==> config.mk <==
export PLATFORM = sky130hd
export DESIGN_NAME = mul_seq_flat
export DESIGN_NICKNAME = d
export VERILOG_FILES = /design/src/rtl/mul_seq_pkg.sv /design/src/rtl/mul_seq_if.sv /design/src/rtl/mul_seq_mul.sv /design/src/rtl/mul_seq.sv /design/src/flat_wrapper.sv
export SDC_FILE = /design/constraint.sdc
export NUM_CORES = 1
export LEC_CHECK = 0
export CORE_MARGIN = 2
export CORE_UTILIZATION = 58
export DETAILED_ROUTE_END_ITERATION = 7
export GPL_TIMING_DRIVEN = 0
export PLACE_DENSITY = 0.78
export SETUP_SLACK_MARGIN = 0.4
export SYNTH_ARGS = -nofsm -noshare
export SYNTH_HDL_FRONTEND = slang
export SYNTH_SLANG_ARGS = --single-unit
==> constraint.sdc <==
create_clock -name clk -period 6.75 [get_ports clk]
set_input_delay 1.35 -clock clk [delete_from_list [all_inputs] [get_ports clk]]
set_output_delay 1.35 -clock clk [all_outputs]
set_load 0.1 [all_outputs]
==> src/rtl/mul_seq_pkg.sv <==
// Shared types and widths for the sequential 2N x 2N multiplier controller.
// Operand width is always twice the chunk width of the shared multiplier array.
package mul_seq_pkg;

    localparam int N_BIT = 4;
    localparam int W     = 2 * N_BIT;
    localparam int W2    = 2 * W;

    typedef enum logic [1:0] {
        IDLE = 2'd0,
        MUL  = 2'd1,
        FIX  = 2'd2,
        DONE = 2'd3
    } state_t;

    // |v| when signed; the most negative value maps to 2^(W-1), which still fits unsigned in W bits.
    function automatic logic [W-1:0] magnitude(input logic [W-1:0] v, input logic is_signed);
        return (is_signed && v[W-1]) ? (~v + W'(1)) : v;
    endfunction

endpackage

==> src/rtl/mul_seq_if.sv <==
// Request/response bundle between the ALU issue logic, the multiplier controller and writeback.
// Both sides use valid/ready: a transfer happens on a rising edge where valid and ready are both 1;
// the sender holds its payload stable while valid=1 and ready=0, and ready never depends on valid.
interface mul_seq_if;
    import mul_seq_pkg::*;

    logic          in_valid;
    logic          in_ready;
    logic [W-1:0]  op_a;
    logic [W-1:0]  op_b;
    logic          is_signed;
    logic          out_valid;
    logic          out_ready;
    logic [W2-1:0] result;

    modport master (
        output in_valid, op_a, op_b, is_signed, out_ready,
        input  in_ready, out_valid, result
    );

    modport slave (
        input  in_valid, op_a, op_b, is_signed, out_ready,
        output in_ready, out_valid, result
    );

endinterface

==> src/rtl/mul_seq_mul.sv <==
// Combinational N x N array multiplier shared by the controller.
// mul_type=0 gives the unsigned product, mul_type=1 the two's-complement product.
module mul
    import mul_seq_pkg::*;
#(
    parameter int NB = N_BIT
) (
    input  logic [NB-1:0]   a,
    input  logic [NB-1:0]   b,
    input  logic            mul_type,
    output logic [2*NB-1:0] p
);

    logic [2*NB-1:0] u_sum;
    logic [2*NB-1:0] s_prod;

    // Shift-and-add rows of the array, one row per multiplier bit.
    always_comb begin
        u_sum = '0;
        for (int i = 0; i < NB; i++) begin
            if (b[i]) begin
                u_sum = u_sum + ({{NB{1'b0}}, a} << i);
            end
        end
    end

    assign s_prod = $signed({{NB{a[NB-1]}}, a}) * $signed({{NB{b[NB-1]}}, b});
    assign p      = mul_type ? s_prod : u_sum;

endmodule

==> src/rtl/mul_seq.sv <==
// Multi-cycle 2N x 2N multiplier: four unsigned N x N partial products on one shared array,
// shift-accumulated into a 2W-bit result; signed operands handled in sign-magnitude form.
module mul_seq
    import mul_seq_pkg::*;
(
    input  logic       clk,
    input  logic       rst,
    mul_seq_if.slave   bus,
    output state_t     state_dbg
);

    state_t        state;
    state_t        state_nx;
    logic [1:0]    step;
    logic [W-1:0]  mag_a;
    logic [W-1:0]  mag_b;
    logic          neg;
    logic [W2-1:0] acc;
    logic [W2-1:0] result_r;
    logic          out_valid_r;

    logic [N_BIT-1:0]   chunk_a;
    logic [N_BIT-1:0]   chunk_b;
    logic [2*N_BIT-1:0] prod;
    logic [W2-1:0]      pp_shifted;

    // step[0] picks the half of A, step[1] the half of B.
    assign chunk_a = step[0] ? mag_a[W-1:N_BIT] : mag_a[N_BIT-1:0];
    assign chunk_b = step[1] ? mag_b[W-1:N_BIT] : mag_b[N_BIT-1:0];

    mul #(.NB(N_BIT)) u_mul (
        .a        (chunk_a),
        .b        (chunk_b),
        .mul_type (1'b0),
        .p        (prod)
    );

    always_comb begin
        pp_shifted = {{W{1'b0}}, prod};
        case (step)
            2'd1, 2'd2: pp_shifted = {{W{1'b0}}, prod} << N_BIT;
            2'd3:       pp_shifted = {{W{1'b0}}, prod} << (2 * N_BIT);
            default:    pp_shifted = {{W{1'b0}}, prod};
        endcase
    end

    always_ff @(posedge clk or posedge rst) begin
        if (rst) begin
            state <= IDLE;
        end else begin
            state <= state_nx;
        end
    end

    always_comb begin
        state_nx = state;
        case (state)
            IDLE:    if (bus.in_valid)    state_nx = MUL;
            MUL:     if (step == 2'd3)    state_nx = FIX;
            FIX:                          state_nx = DONE;
            DONE:    if (bus.out_ready)   state_nx = IDLE;
            default:                      state_nx = IDLE;
        endcase
    end

    always_ff @(posedge clk or posedge rst) begin
        if (rst) begin
            step        <= 2'd0;
            mag_a       <= '0;
            mag_b       <= '0;
            neg         <= 1'b0;
            acc         <= '0;
            result_r    <= '0;
            out_valid_r <= 1'b0;
        end else begin
            case (state)
                IDLE: begin
                    if (bus.in_valid) begin
                        mag_a <= magnitude(bus.op_a, bus.is_signed);
                        mag_b <= magnitude(bus.op_b, bus.is_signed);
                        neg   <= bus.is_signed & (bus.op_a[W-1] ^ bus.op_b[W-1]);
                        acc   <= '0;
                        step  <= 2'd0;
                    end
                end
                MUL: begin
                    // Wraps back to 0 after the last partial product.
                    acc  <= acc + pp_shifted;
                    step <= step + 2'd1;
                end
                FIX: begin
                    result_r    <= neg ? (~acc + W2'(1)) : acc;
                    out_valid_r <= 1'b1;
                end
                DONE: begin
                    if (bus.out_ready) begin
                        out_valid_r <= 1'b0;
                    end
                end
                default: ;
            endcase
        end
    end

    assign bus.in_ready  = (state == IDLE);
    assign bus.out_valid = out_valid_r;
    assign bus.result    = result_r;
    assign state_dbg     = state;

endmodule
==> src/flat_wrapper.sv <==
// flat-port wrapper written by rule: the top's interface ports become plain ports
module mul_seq_flat import mul_seq_pkg::*;
  (clk, rst, state_dbg, bus_in_valid, bus_op_a, bus_op_b, bus_is_signed, bus_out_ready, bus_in_ready, bus_out_valid, bus_result);
  mul_seq_if bus_i ();
  input  logic clk;
  input  logic rst;
  output state_t state_dbg;
  input wire logic [$bits(bus_i.in_valid)-1:0] bus_in_valid;
  input wire logic [$bits(bus_i.op_a)-1:0] bus_op_a;
  input wire logic [$bits(bus_i.op_b)-1:0] bus_op_b;
  input wire logic [$bits(bus_i.is_signed)-1:0] bus_is_signed;
  input wire logic [$bits(bus_i.out_ready)-1:0] bus_out_ready;
  output wire logic [$bits(bus_i.in_ready)-1:0] bus_in_ready;
  output wire logic [$bits(bus_i.out_valid)-1:0] bus_out_valid;
  output wire logic [$bits(bus_i.result)-1:0] bus_result;
  assign bus_i.in_valid = bus_in_valid;
  assign bus_i.op_a = bus_op_a;
  assign bus_i.op_b = bus_op_b;
  assign bus_i.is_signed = bus_is_signed;
  assign bus_i.out_ready = bus_out_ready;
  assign bus_in_ready = bus_i.in_ready;
  assign bus_out_valid = bus_i.out_valid;
  assign bus_result = bus_i.result;
  mul_seq u_core (.clk(clk), .rst(rst), .bus(bus_i), .state_dbg(state_dbg));
endmodule
==> flow_summary.yaml, run 1 <==
run_status:
  status: "completed"
setup_path:
  crit_type: "reg2reg"
  ff2ff_path_depth: 26
  crit_path_start_kind: "flip-flop"
  worstSetupEndpointType: "flip-flop"
  slowest_stage: "o41ai_4"
  max_stage_delay_ns: 0.42
  critPathBufInv: 2
  r2r-end: "u_core.acc[15]"
  crit_fanout: 8
  worstPathRequired_ns: 7.00
  r2r_start: "u_core.step[0]"
  reg2reg_slack_ns: 0.63
  crit_family: "compound AO/OA/AOI/OAI gates"
  critPathMostFrequentCell: "ha_2"
  arrival_ns: 6.37
sta:
  hold_viol: 0
  fin_worst_skew_ns: 0.0162
  slew_headroom_pct: 33.3
  rsz0062_at_grt: "false"
  slew_viol_final: 0
  setup_tns_ns: 0
  worst_slack_ns: 0.634
  finalCriticalPeriod_ns: 6.12
  max_slew.worst_pin.slew_ns: 0.972
  setup_violations: 0
  max_freq_ghz: 0.163
  timing.final.crit_share_pct: 90.6
synthesis:
  synth_area_um2: 4180
  synthesis.nets: 545
  synth_cells: 489
  synth_edf_count: 0
  syn_avg_cell_area_um2: 8.55
  ys.flop_type: "dfrtp_1"
  ys_ff_latch: 54
  synth_cell_types: 61
  ys_seq_area_share_pct: 32.3
  yosysWarningCount: 0
  async_reset_ff_share_pct: 100
cells_and_area:
  areaGrowthSynthToFinish_pct: 21.2
  drive_gt1_share_pct: 11.1
  layout_common_cells: "nand2_1, dfrtp_1, o21ai_0"
  fin_area_um2: 5070
  layout_commonest_cell: "nand2_1"
  fillerInstances: 531
  nNetsFinal: 605
  fin_cells: 646
  num_antenna_cells: 0
clock_tree:
  cts_tree: "yes"
  clkLatencyLatePin_ns: 0.33
  root_buffer: "clkbuf_8"
  clockBufferDepth: 2
  numCtsBuffers: 5
  clk_pin_slew_ns: 0.11
  cts_sinks: 54
  cts_htree_levels: 2
  ctsHoldBuffers: 0
die:
  die_h_um: 88.9
  rows: 30
  die_area_um2: 7900
  core_area_um2: 6870
  die_w_um: 88.9
  initial_core_util_pct: 60.9
  pin_count: 41
place:
  dp.cells: 625
  dp_hpwl_um: 7590
  gp_congestion: 0.874
  dp_slack_ns: -0.00434
  portBuffers: 39
  dpl_cell_area_um2: 4710
route:
  routed_wl_um: 10100
  dr.pass1.iters: 4
  wl_per_cell_um: 15.7
  met2_length_um: 5040
  vias_per_cell: 5.87
  dr_total_vias: 3790
  ant_nets: 0
  drt_iter0_markers: 152
  wl_met1_um: 4380
  routed.top_layer: "met4"
  drc: 0
  met3_wirelength_um: 478
hold_path:
  whs_endpoint: "u_core.mag_a[4]"
  min_from: "u_core.mag_a[4]"
  worstHoldPathType: "reg2reg"
  hold_depth: 2
run:
  drv_cap: 0
grt:
  antenna_found_initial: 0
  grt_max_degree: 32
  track_usage_pct: 26.2
  grt_pass1_wl_um: 16200
  overflow: 0
  grt_pass1_vias: 3651
==> per-layer routing <==
metal / track usage [%] / vias to the layer above
met2: 46.0 / 95
met5: 0 / -
met4: 10.3 / 0
met3: 4.25 / 19
met1: 32.1 / 1805
li1: - / 1871
==> cell usage after synthesis, drive strengths merged, types with 4 or more instances <==
| master | count | share of area (%) |
|---|---|---|
| a211oi | 5 | 0.90 |
| a21oi | 35 | 4.4 |
| xnor2 | 18 | 3.8 |
| nand3 | 11 | 1.3 |
| o211ai | 5 | 0.90 |
| a21o | 7 | 1.3 |
| o31ai | 7 | 1.6 |
| mux2 | 6 | 1.6 |
| inv | 22 | 2.0 |
| or3 | 9 | 1.3 |
| nand2 | 62 | 5.6 |
| xor2 | 24 | 5.0 |
| ha | 34 | 10 |
| o22ai | 5 | 0.75 |
| nor3b | 4 | 0.72 |
| nor3 | 8 | 0.96 |
| nor2 | 42 | 3.8 |
| o21ai | 51 | 6.1 |
| o41ai | 4 | 0.84 |
| clkbuf | 13 | 1.2 |
| dfrtp | 54 | 32 |
| a31oi | 4 | 0.60 |
| mux2i | 14 | 4.2 |
| o21a | 4 | 0.72 |
==> what timing repair did <==
action	4_1_cts	5_1_grt
gates cloned	0	0
gates resized for setup	10	19
setup buffers	5	8
pin swaps	2	16
setup endpoints to repair	2	2
==> stage by stage <==
stage / hold WS, ns / util (%)
after detailed placement: 0.474 / 68.6
after global routing: 0.537 / 73.8
after CTS: 0.498 / 71.6
final: 0.510 / 73.8
after global placement: 0.460 / 68.3
after floorplan: 0.444 / -
==> worst max path at each step <==
stage	start	to	slack, ns	cells past startpoint
3_3_place_gp	u_core.step[1]	u_core.acc[15]	0.14	28
3_5_place_dp	u_core.step[1]	u_core.acc[15]	-0.004	28
2_1_floorplan	u_core.step[1]	u_core.acc[15]	0.80	28
5_1_grt	u_core.step[0]	u_core.acc[15]	0.41	28
4_1_cts	u_core.step[0]	u_core.acc[15]	0.44	27
6_report	u_core.step[0]	u_core.acc[15]	0.63	26
==> cells by family (layout without fill, tap and decap cells) <==
kind of cell,count (synthesis),count (layout),synth area share [%]
flip-flops,54,54,32.3
adder cells (fa/ha/maj),35,35,10.7
buffers and inverters,38,99,3.74
AND/OR/NAND/NOR,154,154,16.7
AO/OA/AOI/OAI,146,146,22.0
multiplexers,20,20,5.83
XOR/XNOR,42,42,8.80
==> flip-flops by register name, summed over array words and instances (netlist names) <==
signal and cells:
u_core.bus.out_valid 1, u_core.mag_a 8, u_core.state_dbg 2, u_core.neg 1
u_core.bus.result 16, u_core.mag_b 8, u_core.acc 16, u_core.step 2
==> worst register-to-register path, cell delays in order (launching register included) <==
cell and delay, ns:
dfrtp_1 0.40, buf_6 0.15, mux2_4 0.33, ha_2 0.21
ha_2 0.24, a21o_1 0.19, a311oi_2 0.32, nor3_2 0.10
or2_4 0.25, ha_4 0.18, or3_1 0.38, a31oi_2 0.24
xnor2_1 0.11, ha_2 0.19, or2_1 0.23, xor2_1 0.15
mux2i_2 0.20, buf_4 0.16, o22ai_1 0.08, ha_1 0.40
and3_1 0.18, a211o_1 0.35, o41ai_4 0.42, o2111ai_2 0.16
xor2_2 0.22, a21oi_1 0.09, o22ai_1 0.15
==> cell type report <==
type,count,area (um2),area share (%)
inverters,23,91.3,1.80
clock inverters,3,47.5,0.939
repair buffers,53,508,10.0
flip-flops and latches,54,1350,26.7
well taps,96,120,2.37
multi-input cells,397,2810,55.4
plain buffers,15,71.3,1.41
clock buffers,5,68.8,1.36
Power of run 1 is left out: the tool's default activity adds up to more than one toggle a clock period on the data nets, which glitch-free logic cannot reach.
==> run 2, diff against run 1 <==
--- a/config.mk
+++ b/config.mk
@@ -8,9 +8,11 @@
 export CORE_MARGIN = 2
 export CORE_UTILIZATION = 58
 export DETAILED_ROUTE_END_ITERATION = 7
+export GPL_ROUTABILITY_DRIVEN = 0
 export GPL_TIMING_DRIVEN = 0
 export PLACE_DENSITY = 0.78
 export SETUP_SLACK_MARGIN = 0.4
 export SYNTH_ARGS = -nofsm -noshare
 export SYNTH_HDL_FRONTEND = slang
 export SYNTH_SLANG_ARGS = --single-unit
+export TNS_END_PERCENT = 50
==> flow_summary.yaml, run 2 (synthesized netlist as in run 1, its figures left out) <==
run_status:
  status: "completed"
route:
  routed_wl_um: 10100
  vias_per_cell: 5.97
  drt_iter0_markers: 239
  dr_total_vias: 3857
  drc: 0
  wl_per_cell_um: 15.6
  ant_nets: 0
  dr.pass1.iters: 4
setup_path:
  crit_fanout: 6
  cp_num_cells: 27
  reg2reg_slack_ns: 0.53
  startpoint: "u_core.step[0]"
  slowest_stage: "dfrtp_1"
  worstPathRequired_ns: 6.97
  crit_path_start_kind: "flip-flop"
  crit_type: "reg2reg"
  crit_family: "compound AO/OA/AOI/OAI gates"
  critPathMostFrequentCell: "ha_1"
  arrival_ns: 6.44
  endpoint: "u_core.acc[15]"
  critPathBufInv: 1
  max_stage_delay_ns: 0.41
  worstSetupEndpointType: "flip-flop"
  r2r-end: "u_core.acc[15]"
  ff2ff_path_depth: 27
  r2r_start: "u_core.step[0]"
sta:
  max_freq_ghz: 0.161
  finalCriticalPeriod_ns: 6.22
  hold_viol: 0
  slew_viol_final: 0
  fin_worst_skew_ns: 0.0127
  setup_tns_ns: 0
  timing.final.crit_share_pct: 92.1
  max_slew.worst_pin.slew_ns: 1.05
  setup_violations: 0
  slew_headroom_pct: 27.7
  rsz0062_at_grt: "false"
cells_and_area:
  areaGrowthSynthToFinish_pct: 20.7
  num_antenna_cells: 0
  drive_gt1_share_pct: 10.4
  layout_common_cells: "nand2_1, dfrtp_1, o21ai_0"
  layout_commonest_cell: "nand2_1"
  multiInputGateArea_um2: 2790
  nNetsFinal: 605
  register_area_um2: 1350
  fillerInstances: 539
grt:
  overflow: 0
  grt_pass1_vias: 3624
  track_usage_pct: 26.1
  antenna_found_initial: 0
  grt_pass1_wl_um: 16300
  grt_max_degree: 33
hold_path:
  worstHoldPathType: "reg2reg"
place:
  portBuffers: 39
  dp_hpwl_um: 7590
clock_tree:
  cts_sinks: 54
  clkLatencyLatePin_ns: 0.33
  root_buffer: "clkbuf_8"
  clk_pin_slew_ns: 0.11
  cts_htree_levels: 2
  numCtsBuffers: 5
  clockBufferDepth: 2
  cts_tree: "yes"
die:
  die_h_um: 88.9
  die_area_um2: 7900
  pin_count: 41
  core_area_um2: 6870
  rows: 30
  die_w_um: 88.9
  initial_core_util_pct: 60.9
run:
  drv_cap: 0
[run 2: worst min path at each step]
stage | slack [ns] | depth (start not counted) | to | start
5_1_grt | 0.54 | 2 | u_core.mag_a[7] | u_core.mag_a[7]
3_3_place_gp | 0.46 | 2 | u_core.mag_a[7] | u_core.mag_a[7]
3_5_place_dp | 0.47 | 2 | u_core.mag_a[7] | u_core.mag_a[7]
4_1_cts | 0.49 | 2 | u_core.mag_a[7] | u_core.mag_a[7]
6_report | 0.49 | 2 | u_core.mag_a[7] | u_core.mag_a[7]
2_1_floorplan | 0.44 | 2 | u_core.mag_a[4] | u_core.mag_a[4]
[run 2: metrics by stage]
stage | utilization (%) | instance area, um2 | instances | setup slack [ns] | hold slack (ns)
finish | 73.5 | 5050 | 646 | 0.531 | 0.485
global route | 73.5 | 5050 | 646 | 0.333 | 0.545
CTS | 71.4 | 4900 | 637 | 0.410 | 0.493
detailed placement | 68.6 | 4710 | 625 | 0.142 | 0.470
global placement | 68.3 | 4690 | 624 | 0.194 | 0.464
floorplan | - | 4180 | 489 | 0.800 | 0.444
[run 2: worst reg2reg max path: stages, from the launching register on]
cell,delay (ns)
dfrtp_1,0.41
buf_6,0.16
mux2_4,0.34
ha_1,0.27
ha_4,0.21
a21o_1,0.17
a311oi_2,0.28
nor3_1,0.11
or2_2,0.29
ha_2,0.22
or3_1,0.38
a31oi_2,0.23
xnor2_1,0.10
ha_1,0.20
or2_1,0.23
xor2_1,0.15
mux2i_2,0.24
o22ai_2,0.11
ha_1,0.35
o21a_1,0.19
nor2_2,0.10
nor3_2,0.08
a211o_1,0.38
o41ai_4,0.29
o2111ai_2,0.17
xor2_2,0.19
a21oi_1,0.15
o22ai_1,0.10
[run 2: layout make-up]
type | instances | area share [%]
multi-input cells | 397 | 55.3
flip-flops and latches | 54 | 26.8
repair buffers | 53 | 10.1
well taps | 96 | 2.38
inverters | 23 | 1.76
plain buffers | 15 | 1.41
clock buffers | 5 | 1.36
clock inverters | 3 | 0.967
[run 2: metal layers]
metal | global-route usage (%) | up-vias | part of all wire, %
met1 | 31.8 | 1874 | 41
met2 | 46.1 | 94 | 53
met4 | 9.64 | 0 | 2.2
met3 | 4.71 | 20 | 3.9
met5 | 0 | - | 0
li1 | - | 1869 | -
[run 2: repair_timing]
item                       in CTS  in global routing
hold buffers                    0                  0
resized for setup               9                 13
setup endpoints to repair       1                  2
setup buffers                   4                  9
pin swaps                       5                  7
Power of run 2 is left out for the same reason.
